## src/rtl/mc_controller.sv

```systemverilog
// Multi-cycle MIPS control unit: FETCH/DECODE/EXEC/MEM/WB sequencing with a valid/ready memory port.
// Optional multiply/divide support is enabled by defining MDU_EN.
module mc_controller #(
    parameter int SEL_W   = 3,
    parameter int ALUOP_W = 6,
    parameter int MDU_LAT = 5
) (
    input  logic               clk,
    input  logic               reset_n,
    input  logic [5:0]         opcode,
    input  logic [5:0]         func,
    input  logic               zero,
    input  logic               memReady,
    output logic               memReq,
    output logic               memWrite,
    output logic [SEL_W-1:0]   memAdrChoose,
    output logic               irWE,
    output logic               pcWE,
    output logic [SEL_W-1:0]   npcChoose,
    output logic [SEL_W-1:0]   wtChoose,
    output logic [SEL_W-1:0]   wdataChoose,
    output logic [SEL_W-1:0]   BChoose,
    output logic [ALUOP_W-1:0] aluOp,
    output logic               grfWE,
    output logic               mduStart,
    output logic [1:0]         mduOp,
    output logic [2:0]         state,
    output logic               illegal
);

    typedef enum logic [2:0] {
        FETCH    = 3'd0,
        DECODE   = 3'd1,
        EXEC     = 3'd2,
        MEM      = 3'd3,
        WB       = 3'd4,
        MDU_WAIT = 3'd5
    } state_t;

    localparam int CNT_W = $clog2(MDU_LAT + 1);

`ifdef MDU_EN
    localparam bit MDU_ON = 1'b1;
`else
    localparam bit MDU_ON = 1'b0;
`endif

    state_t             state_reg, state_next;
    logic               illegal_reg;
    logic [CNT_W-1:0]   mdu_cnt_reg, mdu_cnt_next;

    logic rtype;
    logic is_add, is_sub, is_jr, is_ori, is_lui, is_lw, is_sw, is_beq, is_jal;
    logic is_mult, is_div, is_mfhi, is_mflo, is_mdu, is_legal;

    assign rtype   = (opcode == 6'b000000);
    assign is_add  = rtype && (func == 6'b100000);
    assign is_sub  = rtype && (func == 6'b100010);
    assign is_jr   = rtype && (func == 6'b001000);
    assign is_ori  = (opcode == 6'b001101);
    assign is_lui  = (opcode == 6'b001111);
    assign is_lw   = (opcode == 6'b100011);
    assign is_sw   = (opcode == 6'b101011);
    assign is_beq  = (opcode == 6'b000100);
    assign is_jal  = (opcode == 6'b000011);
    // Without the MDU these decode to 0 and therefore fall into the illegal set.
    assign is_mult = MDU_ON && rtype && (func == 6'b011000);
    assign is_div  = MDU_ON && rtype && (func == 6'b011010);
    assign is_mfhi = MDU_ON && rtype && (func == 6'b010000);
    assign is_mflo = MDU_ON && rtype && (func == 6'b010010);
    assign is_mdu  = is_mult || is_div;
    assign is_legal = is_add || is_sub || is_jr || is_ori || is_lui || is_lw || is_sw ||
                      is_beq || is_jal || is_mdu || is_mfhi || is_mflo;

    always_ff @(posedge clk or negedge reset_n) begin
        if (!reset_n) begin
            state_reg   <= FETCH;
            illegal_reg <= 1'b0;
            mdu_cnt_reg <= '0;
        end else begin
            state_reg   <= state_next;
            mdu_cnt_reg <= mdu_cnt_next;
            if (state_reg == DECODE && !is_legal)
                illegal_reg <= 1'b1;
        end
    end

    // Outputs are gated by reset_n so nothing, not even memReq, is asserted while reset is held.
    always_comb begin
        state_next   = state_reg;
        mdu_cnt_next = mdu_cnt_reg;
        memReq       = 1'b0;
        memWrite     = 1'b0;
        memAdrChoose = '0;
        irWE         = 1'b0;
        pcWE         = 1'b0;
        npcChoose    = '0;
        wtChoose     = '0;
        wdataChoose  = '0;
        BChoose      = '0;
        aluOp        = '0;
        grfWE        = 1'b0;
        mduStart     = 1'b0;
        mduOp        = 2'd0;
        if (reset_n) begin
            case (state_reg)
                FETCH: begin
                    memReq = 1'b1;
                    if (memReady) begin
                        irWE       = 1'b1;
                        pcWE       = 1'b1;
                        state_next = DECODE;
                    end
                end
                DECODE: state_next = is_legal ? EXEC : FETCH;
                EXEC: begin
                    state_next = FETCH;
                    if (is_add || is_sub) begin
                        aluOp      = is_sub ? ALUOP_W'(1) : ALUOP_W'(0);
                        state_next = WB;
                    end else if (is_ori || is_lui) begin
                        BChoose    = SEL_W'(1);
                        aluOp      = is_lui ? ALUOP_W'(3) : ALUOP_W'(2);
                        state_next = WB;
                    end else if (is_lw || is_sw) begin
                        BChoose    = SEL_W'(2);
                        state_next = MEM;
                    end else if (is_beq) begin
                        aluOp     = ALUOP_W'(1);
                        pcWE      = zero;
                        npcChoose = SEL_W'(1);
                    end else if (is_jal) begin
                        grfWE       = 1'b1;
                        wtChoose    = SEL_W'(2);
                        wdataChoose = SEL_W'(2);
                        pcWE        = 1'b1;
                        npcChoose   = SEL_W'(2);
                    end else if (is_jr) begin
                        pcWE      = 1'b1;
                        npcChoose = SEL_W'(3);
                    end else if (is_mdu) begin
                        mduStart     = 1'b1;
                        mduOp        = {1'b0, is_div};
                        mdu_cnt_next = CNT_W'(MDU_LAT - 1);
                        state_next   = MDU_WAIT;
                    end else if (is_mfhi || is_mflo) begin
                        state_next = WB;
                    end
                end
                MEM: begin
                    memReq       = 1'b1;
                    memAdrChoose = SEL_W'(1);
                    memWrite     = is_sw;
                    if (memReady)
                        state_next = is_lw ? WB : FETCH;
                end
                WB: begin
                    grfWE      = 1'b1;
                    wtChoose   = rtype ? SEL_W'(1) : SEL_W'(0);
                    if (is_lw)
                        wdataChoose = SEL_W'(1);
                    else if (is_mfhi)
                        wdataChoose = SEL_W'(3);
                    else if (is_mflo)
                        wdataChoose = SEL_W'(4);
                    state_next = FETCH;
                end
                MDU_WAIT: begin
                    if (mdu_cnt_reg == '0)
                        state_next = FETCH;
                    else
                        mdu_cnt_next = mdu_cnt_reg - 1'b1;
                end
                default: state_next = FETCH;
            endcase
        end
    end

    assign state   = state_reg;
    assign illegal = illegal_reg;

endmodule

```

## config.mk

```make
export PLATFORM = sky130hd
export DESIGN_NAME = mc_controller
export DESIGN_NICKNAME = d
export VERILOG_FILES = /design/src/rtl/mc_controller.sv
export SDC_FILE = /design/constraint.sdc
export NUM_CORES = 1
export LEC_CHECK = 0
export ABC_AREA = 1
export CORE_MARGIN = 2
export CORE_UTILIZATION = 40
export CTS_BUF_LIST = sky130_fd_sc_hd__clkbuf_16
export DETAILED_ROUTE_END_ITERATION = 12
export PLACE_DENSITY_LB_ADDON = 0.05
export SLEW_MARGIN = 10
export SYNTH_ARGS = -nofsm -noshare
export SYNTH_HDL_FRONTEND = slang
export SYNTH_SLANG_ARGS = --single-unit
```

## constraint.sdc

```tcl
create_clock -name clk -period 2.58 [get_ports clk]
set_input_delay 0.258 -clock clk [delete_from_list [all_inputs] [get_ports clk]]
set_output_delay 0.258 -clock clk [all_outputs]
set_load 0.05 [all_outputs]
```

## After elaboration in Yosys (flattened, before gate mapping)

Cells that the tools add are included.

| cells by class | value |
|---|---|
| reduce and logical (&&, ||, !) cells | 21 |
| bitwise logic cells | 1 |
| add/sub/neg operators | 1 |
| multiplexer cells | 65 |
| equal/unequal tests | 17 |

Operators by type and width:

| operator | count |
|---|---|
| two-way mux 2 bit | 21 |
| two-way mux 3 bit | 11 |
| two-way mux 1 bit | 27 |
| == test 6 bit (second input constant) | 4 |
| == test 6 x 4 -> 1 bit (second input constant) | 3 |
| one-hot mux 3 bit (5 select lines) | 1 |
| logical OR 1 bit | 10 |
| one-hot mux 2 bit (2 select lines) | 2 |
| == test 3 x 2 -> 1 bit (second input constant) | 2 |
| == test 3 bit (second input constant) | 2 |
| == test 6 x 2 -> 1 bit (second input constant) | 1 |
| == test 6 x 3 -> 1 bit (second input constant) | 1 |
| logical NOT 3 bit | 2 |
| logical NOT 6 bit | 1 |
| two-way mux 6 bit | 1 |
| inequality test 2 bit (second input constant) | 3 |
| logical AND 1 bit | 4 |
| one-hot mux 1 bit (2 select lines) | 2 |
| AND reduction 4 bit | 1 |
| == test 3 x 1 -> 1 bit (second input constant) | 1 |
| AND reduction 3 bit | 1 |
| subtractor 3 x 1 -> 3 bit (second input constant) | 1 |
| OR reduction 2 bit | 1 |
| logical NOT 1 bit | 1 |
| NOT 1 bit | 1 |

| word-level totals | value |
|---|---|
| word-level logic and storage cells | 108 |
| output and inout bits | 33 |
| bits of input ports | 16 |
| flip-flop bits (word level) | 7 |

## Depth between registers and ports, before layout

| logic depth | value |
|---|---|
| word-level depth | 12 |
| depth in mapped cells | 10 |
| gate-level depth less buffers | 10 |

## Least setup slack after synthesis

No wires, ideal clock.

| path | value |
|---|---|
| path kind | flip-flop to output port |
| from | register state_reg[0] (netlist: state[0]) |
| to | output grfWE |
| arrival | 2.240 ns |
| path buffers | 0 |
| slack | 0.082 ns |
| stages on the path, launching flop included | 6 |
| required time | 2.322 ns |
| cell sequence | dfrtp_1 > nor2_2 > inv_2 > nor2_4 > nand3_1 > o21ai_0 |

| on the way | value |
|---|---|
| cells in the longest elaborated chain, start to end | 3 |
| elaborated cells on any way between the ends | 4 |
| classes of those cells | eq/ne: 2; mux: 2 |

RTL lines:

| element | RTL line | source |
|---|---|---|
| start, declared | 48 | `state_t state_reg, state_next;` |
| start signal, assigned | 81 | `state_reg <= state_next;` |
| == test 3 bit or == test 3 x 2 -> 1 bit (tied branches) | 106 | `case (state_reg)` |
| one-hot mux 1 bit (2 select lines) (*) | 106 |  |
| two-way mux 1 bit (*) | 105 | `if (reset_n) begin` |
| end, declared | 24 | `output logic grfWE,` |

Mark *: on every way between the ends. The rest lies on a longest branch, timed or not.

## Worst setup path in the final report

| path | value |
|---|---|
| from | input opcode[4] |
| to | output grfWE |

| on the way | value |
|---|---|
| cells in the longest elaborated chain, start to end | 8 |
| elaborated cells on any way between the ends | 19 |
| classes of those cells | eq/ne: 6; mux: 7; reduce/logical: 6 |

RTL lines:

| element | RTL line | source |
|---|---|---|
| start, declared | 10 | `input logic [5:0] opcode,` |
| == test 6 x 2 -> 1 bit | 65 | `assign is_jal = (opcode == 6'b000011);` |
| two-way mux 1 bit | 132 | `end else if (is_jal) begin` |
| two-way mux 1 bit | 128 | `end else if (is_beq) begin` |
| two-way mux 1 bit | 125 | `end else if (is_lw \|\| is_sw) begin` |
| two-way mux 1 bit | 121 | `end else if (is_ori \|\| is_lui) begin` |
| two-way mux 1 bit (*) | 118 | `if (is_add \|\| is_sub) begin` |
| one-hot mux 1 bit (2 select lines) (*) | 106 |  |
| two-way mux 1 bit (*) | 105 |  |

Marks and branches as above.

==> metrics.cfg <==
[yosys]
async_flop_share_pct = 100
syn_area_um2 = 821
synthCells = 127
synth-edff-count = 0
synth_cell_types = 23
synth-main-ff-cell = dfrtp_1
synth-seq-cells = 7
syn_area_per_cell_um2 = 6.46
synth-warning-count = 0
ys_seq_area_share_pct = 21.3

[clock_network]
clockRootBuffer = clkbuf_16
ctsHoldBuffers = 0
cts_max_level = 1
numCtsBuffers = 3
postCtsSetupRepairBufs = 0
worstSkewPairLatency_ns = 0.23
postCtsResizedCells = 0
tritoncts = built
cts_buffer_depth = 2
cts.clk_slew.worst_paths_ns = 0.04
clock-sinks = 7

[grt]
grt_pass1_vias = 777
met2_usage_pct = 31.8
met3_usage_pct = 5.52
antenna_found_initial = 0
grt_util_met1_pct = 19.3
grt.overflow.total = 0
grt_pass1_wl_um = 3310
grt_busiest_layer = met2
grt_util_all_layers_pct = 17.8
grt_max_degree = 12

[finish]
fill_cells = 164
drive_gt1_share_pct = 22.6
antenna_cells = 0
multi_input_area_um2 = 499
area_delta_synth_final_pct = 57.9
regArea_um2 = 175
final_common_cell = nor2_1
fin_nets = 183
layout_common_cells = nor2_1, inv_1, clkdlybuf4s50_1

[sta]
finalHoldViolations = 0
maxSlewViolCount = 0
whs_ns = 0.359
fmax_mhz = 464
rsz0062_at_grt = false
relSlewSlack_pct = 66.2
final.period_utilization_pct = 83.6
fin_tns_setup_ns = 0
period_needed_ns = 2.16
skew_ns = 0.00324
worst_slew_pin_slew_ns = 0.506
setup_viol = 0

[pwr]
power_density_nw_per_um2 = 542
p_leak_nw = 0.600
ir_drop_uv = 324

[drt]
drc = 0
ant_nets = 0
drtIter0Drc = 15
routed-via-count = 871
dr.pass1.iters = 4
vias_per_cell = 4.56
wl_um = 1940
drt-wirelength-per-cell_um = 10.2

[setup_path]
r2r-end = mdu_cnt_reg[0]
crit_slowest_cell = clkdlybuf4s50_1
reg2regPathDepth = 7
critPathMaxFanout = 4
worstSetupEndpointType = output port
r2r_start = mdu_cnt_reg[0]
cp-start-kind = primary input
path_cells = clkdlybuf4s50_1, nor2_4, nand4_1, inv_1, nor2_2, nand3_1, o21ai_0, buf_12
crit_type = primary input to output port
crit_arrival_ns = 1.90
required_ns = 2.32
crit_start = opcode[4]
reg2reg_slack_ns = 1.16
slowest_delay_ns = 0.52

[die]
die_area_um2 = 2430
initial_core_util_pct = 42.3
dieHeight_um = 49.3
fp.coreArea_um2 = 1940
rows = 16
ioPinCount = 49
dieWidth_um = 49.3

[worst_hold_path]
hold_path_class = primary input to asynchronous set/reset pin

[placement]
io_buffer_count = 35
hpwlAfterDp_um = 1620
place_congestion = 0.780

[outcome]
status = finished, final reports clean

[job]
cap_violations = 0

cells by family after synthesis:
group           share of synthesized area, %
compound gates                          9.60
xor+xnor                                1.07
fa+ha+maj                               3.05
buf+inv                                 23.3
flops                                   21.3
other cells                            0.457
simple gates                            41.2
layout make-up:
| type | instances | share of cell area (%) |
|---|---|---|
| Timing Repair Buffer | 36 | 33.2 |
| Multi-Input combinational cell | 96 | 38.5 |
| Inverter | 21 | 6.08 |
| Sequential cell | 7 | 13.5 |
| Clock buffer | 3 | 5.79 |
| Clock inverter | 1 | 0.290 |
| Tap cell | 27 | 2.61 |
report_power, final:
group / total, mW / internal [mW] / switching, mW / leakage [nW]
clock: 0.262 / 0.202 / 0.0605 / 0.0423
sequential: 0.141 / 0.122 / 0.0188 / 0.0836
combinational: 0.300 / 0.0940 / 0.206 / 0.474
total: 0.703 / 0.418 / 0.285 / 0.600
through the flow:
step | util [%] | cells | power, mW | cell area (um^2) | setup WS, ns
floorplan | - | 139 | 0.365 | 866 | 0.0824
CTS | 66.8 | 191 | 0.707 | 1300 | 0.423
global placement | 62.7 | 187 | 0.440 | 1220 | 0.458
finish | 66.8 | 191 | 0.703 | 1300 | 0.423
detailed placement | 62.7 | 187 | 0.440 | 1220 | 0.438
global route | 66.8 | 191 | 0.739 | 1300 | 0.313
worst max-delay path, delay by kind of cell:
family | cells | cell delay, ns
buf+inv | 3 | 0.79
simple gates | 4 | 0.48
compound gates | 1 | 0.36
worst max path at each step:
stage	end	slack [ns]	cells after the start
2_1_floorplan	grfWE	0.08	5
3_3_place_gp	wtChoose[1]	0.46	8
3_5_place_dp	wtChoose[1]	0.44	8
4_1_cts	grfWE	0.42	8
5_1_grt	wtChoose[1]	0.31	8
6_report	grfWE	0.42	8
cell usage after synthesis (2+ instances only):
master / instances / area [um^2]
a21oi_1: 7 / 35.0
nand4_1: 4 / 25.0
nand2_1: 16 / 60.1
inv_1: 19 / 71.3
nand3_1: 7 / 35.0
buf_4: 15 / 113
nor2_1: 23 / 86.3
ha_1: 2 / 25.0
o21ai_1: 3 / 15.0
nand3_2: 2 / 20.0
dfrtp_1: 7 / 175
nor2_2: 7 / 43.8
inv_2: 2 / 7.51
nor3_1: 2 / 10.0
nor2_4: 3 / 33.8
layer usage:
layer  share of wire (%)  up-vias
met5                   0        -
met4                 1.6        0
met3                 7.3        4
met2                  48       41
met1                  43      378
li1                    -      448
No activity file was read; power rests on OpenSTA's default activity.
